===== src/rtl/alt_eyemon_dprio_serializer.sv =====
// ----------------------------------------------------------------------------
// alt_eyemon_dprio_serializer
//
// Back end of the eye-monitor AVMM-to-DPRIO bridge. The bridge hands over a
// single-cycle parallel request (wren/rden, address, data). This block runs
// it on the transceiver's serial DPRIO pins as two frames: an address frame,
// then a write or read frame. For reads it returns the data in parallel.
//
// Frame  : 2-bit opcode then payload, both MSB first.
//          Opcodes: address 2'b00, write 2'b01, read 2'b11.
// Bit    : 2 ticks of CLK_DIV cycles each. sclk is low in tick 0 and high in
//          tick 1. sdo changes only at the start of tick 0. sdi is sampled on
//          the edge where sclk rises, and only for payload bits.
//
// Ports
//   i_avmm_clk     clock for all logic
//   i_reset        synchronous, active-high reset
//   i_dprio_wren   write request (looked at only while idle; wins over rden)
//   i_dprio_rden   read request (looked at only while idle)
//   i_dprio_addr   request address
//   i_dprio_data   write data
//   o_dprio_busy   high from the cycle after acceptance through DONE
//   o_dprio_in     data from the last completed read
//   o_dprio_csn    serial frame select, active low
//   o_dprio_sclk   serial clock
//   o_dprio_sdo    serial data to the transceiver
//   i_dprio_sdi    serial data from the transceiver
// ----------------------------------------------------------------------------
module alt_eyemon_dprio_serializer #(
    parameter int DPRIO_ADDR_WIDTH = 16,
    parameter int DPRIO_DATA_WIDTH = 16,
    parameter int CLK_DIV          = 2
) (
    input  logic                        i_avmm_clk,
    input  logic                        i_reset,
    input  logic                        i_dprio_wren,
    input  logic                        i_dprio_rden,
    input  logic [DPRIO_ADDR_WIDTH-1:0] i_dprio_addr,
    input  logic [DPRIO_DATA_WIDTH-1:0] i_dprio_data,
    output logic                        o_dprio_busy,
    output logic [DPRIO_DATA_WIDTH-1:0] o_dprio_in,
    output logic                        o_dprio_csn,
    output logic                        o_dprio_sclk,
    output logic                        o_dprio_sdo,
    input  logic                        i_dprio_sdi
);

    localparam int F_ADDR = DPRIO_ADDR_WIDTH + 2;
    localparam int F_DATA = DPRIO_DATA_WIDTH + 2;
    localparam int F_MAX  = (F_ADDR > F_DATA) ? F_ADDR : F_DATA;
    localparam int BIT_W  = $clog2(F_MAX);
    localparam int DIV_W  = (CLK_DIV > 1) ? $clog2(CLK_DIV) : 1;

    localparam logic [BIT_W-1:0] ADDR_LAST     = BIT_W'(F_ADDR - 1);
    localparam logic [BIT_W-1:0] DATA_LAST     = BIT_W'(F_DATA - 1);
    localparam logic [BIT_W-1:0] FIRST_PAYLOAD = BIT_W'(2);
    localparam logic [DIV_W-1:0] DIV_LAST      = DIV_W'(CLK_DIV - 1);

    typedef enum logic [2:0] {
        ST_IDLE,
        ST_ADDR,
        ST_GAP,
        ST_DATA,
        ST_DONE
    } state_t;

    state_t                      state_reg, state_next;
    logic [DIV_W-1:0]            div_reg, div_next;    // cycle within a tick
    logic                        half_reg, half_next;  // 0 = tick 0, 1 = tick 1
    logic [BIT_W-1:0]            bit_reg, bit_next;    // bit index within a frame
    logic                        op_write_reg, op_write_next;
    logic [DPRIO_ADDR_WIDTH-1:0] addr_reg, addr_next;
    logic [DPRIO_DATA_WIDTH-1:0] data_reg, data_next;
    logic [DPRIO_DATA_WIDTH-1:0] rx_reg, rx_next;
    logic [DPRIO_DATA_WIDTH-1:0] in_next;
    logic                        busy_next, csn_next, sclk_next, sdo_next;
    logic                        tick_end;

    // The frames are stored bit-reversed, so entry k is the k-th bit on the
    // wire and bit_next can index them directly. They are built from the
    // *_next values so the first bit is correct on the acceptance edge.
    logic [F_ADDR-1:0] addr_rev;
    logic [F_DATA-1:0] data_rev;

    genvar gi;
    generate
        for (gi = 0; gi < F_ADDR; gi++) begin : g_addr_frame
            if (gi < 2) begin : g_op
                assign addr_rev[gi] = 1'b0;
            end else begin : g_payload
                assign addr_rev[gi] = addr_next[F_ADDR-1-gi];
            end
        end
        for (gi = 0; gi < F_DATA; gi++) begin : g_data_frame
            if (gi == 0) begin : g_op_hi
                assign data_rev[gi] = ~op_write_next;
            end else if (gi == 1) begin : g_op_lo
                assign data_rev[gi] = 1'b1;
            end else begin : g_payload
                // The read frame has no meaningful payload, so it is sent as zeros.
                assign data_rev[gi] = op_write_next & data_next[F_DATA-1-gi];
            end
        end
    endgenerate

    assign tick_end = (div_reg == DIV_LAST);

    // Next-state and datapath
    always_comb begin
        state_next    = state_reg;
        div_next      = div_reg;
        half_next     = half_reg;
        bit_next      = bit_reg;
        op_write_next = op_write_reg;
        addr_next     = addr_reg;
        data_next     = data_reg;
        rx_next       = rx_reg;
        in_next       = o_dprio_in;

        case (state_reg)
            ST_IDLE: begin
                if (i_dprio_wren || i_dprio_rden) begin
                    state_next    = ST_ADDR;
                    op_write_next = i_dprio_wren;
                    addr_next     = i_dprio_addr;
                    data_next     = i_dprio_data;
                    div_next      = '0;
                    half_next     = 1'b0;
                    bit_next      = '0;
                end
            end
            // GAP runs on the same tick counters, so it lasts exactly one bit time.
            ST_ADDR, ST_GAP, ST_DATA: begin
                div_next = tick_end ? '0 : div_reg + 1'b1;
                if (tick_end) begin
                    half_next = ~half_reg;
                    if (half_reg) begin
                        if (state_reg == ST_GAP) begin
                            state_next = ST_DATA;
                            bit_next   = '0;
                        end else if (state_reg == ST_ADDR && bit_reg == ADDR_LAST) begin
                            state_next = ST_GAP;
                            bit_next   = '0;
                        end else if (state_reg == ST_DATA && bit_reg == DATA_LAST) begin
                            state_next = ST_DONE;
                            bit_next   = '0;
                        end else begin
                            bit_next = bit_reg + 1'b1;
                        end
                    end
                end
            end
            ST_DONE: begin
                state_next = ST_IDLE;
                if (!op_write_reg) begin
                    in_next = rx_reg;
                end
            end
            default: state_next = ST_IDLE;
        endcase

        // Sample on the edge where sclk goes 0->1 (end of tick 0).
        if (state_reg == ST_DATA && !op_write_reg && tick_end && !half_reg
                && bit_reg >= FIRST_PAYLOAD) begin
            rx_next = {rx_reg[DPRIO_DATA_WIDTH-2:0], i_dprio_sdi};
        end
    end

    // Pin values follow the next state, so after each edge the registered
    // outputs match the state register.
    always_comb begin
        busy_next = (state_next != ST_IDLE);
        csn_next  = 1'b1;
        sclk_next = 1'b0;
        sdo_next  = 1'b0;
        if (state_next == ST_ADDR) begin
            csn_next  = 1'b0;
            sclk_next = half_next;
            sdo_next  = addr_rev[bit_next];
        end else if (state_next == ST_DATA) begin
            csn_next  = 1'b0;
            sclk_next = half_next;
            sdo_next  = data_rev[bit_next];
        end
    end

    always_ff @(posedge i_avmm_clk) begin
        if (i_reset) begin
            state_reg    <= ST_IDLE;
            div_reg      <= '0;
            half_reg     <= 1'b0;
            bit_reg      <= '0;
            op_write_reg <= 1'b0;
            addr_reg     <= '0;
            data_reg     <= '0;
            rx_reg       <= '0;
            o_dprio_in   <= '0;
            o_dprio_busy <= 1'b0;
            o_dprio_csn  <= 1'b1;
            o_dprio_sclk <= 1'b0;
            o_dprio_sdo  <= 1'b0;
        end else begin
            state_reg    <= state_next;
            div_reg      <= div_next;
            half_reg     <= half_next;
            bit_reg      <= bit_next;
            op_write_reg <= op_write_next;
            addr_reg     <= addr_next;
            data_reg     <= data_next;
            rx_reg       <= rx_next;
            o_dprio_in   <= in_next;
            o_dprio_busy <= busy_next;
            o_dprio_csn  <= csn_next;
            o_dprio_sclk <= sclk_next;
            o_dprio_sdo  <= sdo_next;
        end
    end

endmodule


===== config.mk =====
export PLATFORM = sky130hd
export DESIGN_NAME = alt_eyemon_dprio_serializer
export DESIGN_NICKNAME = d
export VERILOG_FILES = /design/src/rtl/alt_eyemon_dprio_serializer.sv
export SDC_FILE = /design/constraint.sdc
export NUM_CORES = 1
export LEC_CHECK = 0
export ABC_AREA = 1
export CAP_MARGIN = 20
export CORE_MARGIN = 10
export CORE_UTILIZATION = 40
export CTS_CLUSTER_DIAMETER = 120
export DETAILED_ROUTE_END_ITERATION = 10
export GPL_TIMING_DRIVEN = 0
export PLACE_DENSITY = 0.74
export RECOVER_POWER = 100
export SYNTH_ARGS = -nofsm -noshare
export SYNTH_HDL_FRONTEND = slang
export SYNTH_SLANG_ARGS = --single-unit

===== constraint.sdc =====
create_clock -name i_avmm_clk -period 5.1 [get_ports i_avmm_clk]
set_input_delay 1.53 -clock i_avmm_clk [delete_from_list [all_inputs] [get_ports i_avmm_clk]]
set_output_delay 1.53 -clock i_avmm_clk [all_outputs]
set_load 0.02 [all_outputs]

Yosys cells after proc, flatten, opt, wreduce, memory -nomap -nowiden
Cells that the tools add are included.
- bits in registers: 79
- bits in latches: 0
- RAM bits: 0
- memory bits (read-only): 0
- input bits: 37
- output and inout port bits: 20
- logic and storage cells: 95
- memories: 0
- $add $sub $neg: 2
- multipliers: 0
- div/mod/pow operators: 0
- order comparisons: 2
- equal/unequal tests: 8
- shifts and indexed selects: 0
- muxes and demuxes: 36
- bitwise operators: 19
- reductions and logical operators: 15
- operators by type and width (cell ; number):
    two-way mux 16 bit ; 4
    two-way mux 5 bit ; 6
    two-way mux 3 bit ; 6
    AND 1 bit ; 16
    two-way mux 1 bit ; 14
    binary-select mux 1 bit (select 5 bit) ; 2
    case mux 5 bit (2 select lines) ; 1
    == test 3 x 2 -> 1 bit (second input constant) ; 3
    == test 3 x 1 -> 1 bit (second input constant) ; 2
    logical AND 1 bit ; 6
    less-than comparator 5 x 6 -> 1 bit (second input constant) ; 1
    case mux 3 bit (2 select lines) ; 1
    adder 5 x 1 -> 5 bit (second input constant) ; 1
    == test 5 bit (second input constant) ; 1
    >= comparator 5 x 2 -> 1 bit (second input constant) ; 1
    case mux 1 bit (2 select lines) ; 2
    AND reduction 2 bit ; 2
    == test 3 bit (second input constant) ; 1
    zero test 3 bit ; 1
    inverter 1 bit ; 3
    nonzero test 3 bit ; 1
    OR reduction 3 bit ; 1
    zero test 1 bit ; 2
    != test 2 bit (second input constant) ; 1
    3 further kinds ; 3

Logic depth before layout (Yosys ltp)
- depth after elaboration: 12
- mapped depth: 16
- mapped depth without buffers: 16

Least setup slack after synthesis
Ideal clock, no wire load.
- kind: input -> register
- start point: input port i_dprio_rden
- end point: register o_dprio_sdo
- setup time: 0.115 ns
- data arrival time: 2.680 ns
- required time: 4.985 ns
- slack: 2.305 ns
- stages on the path: 11
- path buffers: 1
- path through: nor2_1 -> nand2_1 -> nand3_2 -> clkbuf_1 -> nand3_1 -> inv_1 -> a21oi_1 -> nand2_1 -> nand2_1 -> a21oi_1 -> nor2_1
- word-level cells in the longest chain between the ends: 8
- elaborated cells between the ends (all ways): 36
- classes of those cells: eq/ne: 2; mux: 16; bitwise: 17; reduce/logical: 1
- RTL lines (element ; RTL line ; RTL):
    start, declared ; 37 ; input logic i_dprio_rden,
    logical OR 1 bit * ; 122 ; if (i_dprio_wren || i_dprio_rden) begin
    two-way mux 1 bit or two-way mux 16 bit (tied branches) ; 122 ;
    two-way mux 1 bit or two-way mux 16 bit (tied branches) ; 120 ; case (state_reg)
    AND 1 bit or inverter 1 bit (tied branches) ; 101, 96 ;
    binary-select mux 1 bit (select 5 bit) ; 183 ; sdo_next = data_rev[bit_next];
    two-way mux 1 bit (not written as such) ; 183 ;
    two-way mux 1 bit ; 180 ; end else if (state_next == ST_DATA) begin
    two-way mux 1 bit * ; 176 ; if (state_next == ST_ADDR) begin
    end signal, assigned ; 215 ; o_dprio_sdo <= sdo_next;
    end, declared ; 44 ; output logic o_dprio_sdo,
Every way passes the cells marked *; elsewhere a longest branch is shown, timed or not. The select of a mux whose other input is x is not followed.
A chain may end at the register's enable or synchronous reset.

Worst setup path in the final report
- start point: input port i_dprio_wren
- end point: register o_dprio_sdo
- word-level cells in the longest chain between the ends: 8
- elaborated cells between the ends (all ways): 36
- classes of those cells: eq/ne: 2; mux: 16; bitwise: 17; reduce/logical: 1
- RTL lines (element ; RTL line ; RTL):
    start, declared ; 36 ; input logic i_dprio_wren,
    logical OR 1 bit ; 122 ;
    two-way mux 1 bit or two-way mux 16 bit (tied branches) ; 122 ;
    two-way mux 1 bit or two-way mux 16 bit (tied branches) ; 120 ;
    AND 1 bit or inverter 1 bit (tied branches) ; 101, 96 ;
    binary-select mux 1 bit (select 5 bit) ; 183 ;
    two-way mux 1 bit (not written as such) ; 183 ;
    two-way mux 1 bit ; 180 ;
    two-way mux 1 bit * ; 176 ;
Marked as above.

==> results.sh <==
export IMPL_hp_start="data_reg[4]"
export IMPL_cts_max_path_buffers=2
export IMPL_cp_slowest_stage_delay_ns=0.55
export IMPL_finalInstanceArea_mm2=0.004433
export IMPL_finalWorstSetupSlack_ns=1.201
export IMPL_finalHoldViolations=0
export IMPL_antenna_found_initial=0
export IMPL_synthToLayoutAreaGrowth_pct=24.10
export IMPL_route_detailed_drc=0
export IMPL_drive_above_1_share=0.07573
export IMPL_cp_arrival_ns=4.17
export IMPL_grt_pass1_wl_um=15900
export IMPL_final_common_cell="nand2_1"
export IMPL_row_count=34
export IMPL_cts_resized_gates=0
export IMPL_grt_usage=0.1481
export IMPL_gr_usage_met2=0.2397
export IMPL_drt_iter0_drc=284
export IMPL_use_met1=0.1815
export IMPL_slowest_stage="dlygate4sd3_1"
export IMPL_synth_cell_types=32
export IMPL_cp_end_kind="flop"
export IMPL_post_place_cells=673
export IMPL_hold_buffers=0
export IMPL_leakage_nw=2.010
export IMPL_ys_ff_latch=79
export IMPL_critPathLaunch="i_dprio_wren"
export IMPL_initial_core_util=0.4096
export IMPL_cp_common_cell="nand3_1"
export IMPL_clock_sinks=79
export IMPL_ys_warn_count=0
export IMPL_io_pins=57
export IMPL_setup_viol=0
export IMPL_gp_congestion=0.9637
export IMPL_busiest_layer="met2"
export IMPL_tightestPinTransition_ns=0.7616
export IMPL_hpwl_um=7038
export IMPL_grt_overflow_total=0
export IMPL_die_h_um=114.5
export IMPL_firstDrtPassIters=6
export IMPL_period_minus_slack_ns=3.899
export IMPL_worstPathRequired_ns=5.37
export IMPL_avgSynthCellArea_um2=7.004
export IMPL_cts_buffers_inserted=9
export IMPL_ys_seq_area_frac=0.4427
export IMPL_fin_crit_sh=0.7645
export IMPL_clockRootBuffer="clkbuf_8"
export IMPL_via_per_inst=5.073
export IMPL_vias=3495
export IMPL_design_die_area_mm2=0.01311
export IMPL_grt_pass1_vias=3298
export IMPL_crit_buf_inv=3
export IMPL_cp_max_fo=10
export IMPL_syn_instance_count=510
export IMPL_fin_worst_skew_ns=0.01576
export IMPL_syn_num_nets=550
export IMPL_pwr_density_cell_mw_per_mm2=295.5
export IMPL_grt_util_met3=0.04298
export IMPL_core_mm2=0.008721
export IMPL_stdcell_count=689
export IMPL_synthesis_area_mm2=0.003572
export IMPL_grt_setup_unrepaired="no"
export IMPL_critPathLaunchType="input pin"
export IMPL_cts_setup_buffers=0
export IMPL_avgRoutedWirePerCell_um=13.82
export IMPL_maxSlewViolCount=0
export IMPL_clk_latency_ns=0.35
export IMPL_postRouteAntennaNets=0
export IMPL_final_nets=616
export IMPL_power_mw=1.310
export IMPL_placed_area_mm2=0.004258
export IMPL_die_width_um=114.5
export IMPL_path_cells="dlygate4sd3_1 -> nor2_1 -> nand2_1 -> nand3_1 -> clkbuf_1 -> nand3_1 -> inv_1 -> nand3_1 -> nand3_1 -> nand3_1 -> nand2_1 -> nand2_1 -> nor2_1"
export IMPL_fmax_ghz=0.2565
export IMPL_ir_worst_vdd_v=0.0001382
export IMPL_worst_setup_path_type="in -> reg"
export IMPL_h_tree_depth=3
export IMPL_grt_max_degree=16
export IMPL_clk_pin_slew_ns=0.07
export IMPL_port_buffers=55
export IMPL_pre_cts_slack_ns=1.263
export IMPL_routed_wl_um=9520
export IMPL_n_fill_cell=842
export IMPL_num_antenna_cells=0
export IMPL_final_cell_mix="nand2_1 (108), nor2_1 (103), dfxtp_1 (79)"
export IMPL_cts_tree="yes"
export IMPL_status="finished, final reports clean"
export IMPL_maxSlewHeadroom=0.4883
export IMPL_crit_family="simple AND/OR/NAND/NOR gates"
export IMPL_min_path_type="reg -> reg"
export IMPL_reg2reg_from="state_reg[1]"
export IMPL_tns_ns=0
export IMPL_drv_cap=0
## cells by family (layout without fill, tap and decap cells)
family	after synthesis	after routing	synth area share
AO/OA/AOI/OAI	87	87	0.1331
adder cells (fa/ha/maj)	3	3	0.01051
buffers and inverters	57	128	0.06725
flip-flops	79	79	0.4427
AND/OR/NAND/NOR	284	284	0.3464
## cell usage after synthesis
master    instances  area share
buf_4             4      0.0084
clkbuf_1         14       0.015
a21oi_2           2      0.0049
o21ai_0          48       0.067
o21ai_2           1      0.0025
o21a_1            1      0.0021
o21ai_1           5      0.0070
or2_1             7       0.012
nor4_1            1      0.0018
buf_2             2      0.0028
dfxtp_1          79        0.44
clkinv_2          1      0.0014
nand3_1          43       0.060
inv_1            31       0.033
o22ai_1           1      0.0018
buf_6             1      0.0032
nand2_2           7       0.012
nor2_4            2      0.0063
inv_2             4      0.0042
o211ai_1          1      0.0021
nor2_1          102        0.11
nand3_2           3      0.0084
or2_0             1      0.0018
or2_2             3      0.0053
nand3_4           1      0.0049
a21oi_1          26       0.036
ha_1              3       0.011
nor3_1            2      0.0028
nand2_1         108        0.11
nor2_2            2      0.0035
nand2_4           2      0.0063
a21oi_4           2      0.0091
## final cells by class
type	count	area (um^2)	share of cell area
clock buffers	9	123.9	0.02794
multi-input cells	374	1738	0.3920
plain buffers	21	90.09	0.02032
well taps	108	135.1	0.03048
inverters	36	136.4	0.03076
repair buffers	55	550.5	0.1242
clock inverters	7	77.57	0.01750
flip-flops and latches	79	1582	0.3568
## metal layers
| layer | vias up | share of wire |
|---|---|---|
| met3 | 8 | 0.069 |
| met4 | 0 | 0.011 |
| met1 | 1606 | 0.45 |
| met5 | - | 0 |
| met2 | 116 | 0.47 |
| li1 | 1765 | - |
## worst min-delay path: stages (launching register included)
cell and delay [ns]:
dfxtp_1 0.30, nand2_1 0.07, a21oi_1 0.06
## through the flow
step,hold WS (ns),utilization
after floorplan,0.4465,-
after global placement,0.4567,0.4882
after detailed placement,0.4608,0.4882
after CTS,0.4727,0.5113
after global routing,0.4925,0.5083
final,0.4710,0.5083
## report_power, final
part | switching (mW) | total (mW) | internal, mW
logic | 0.112 | 0.186 | 0.0740
registers | 0.00939 | 0.652 | 0.643
clock network | 0.241 | 0.472 | 0.231
total | 0.362 | 1.31 | 0.948
## final timing paths
path	slack [ns]	end	depth (start not counted)
max	1.20	o_dprio_sdo	13
min	0.47	data_reg[4]	2
max reg2reg	2.57	o_dprio_sdo	11
min reg2reg	0.47	data_reg[4]	2
No activity file was read; power rests on OpenSTA's default activity.
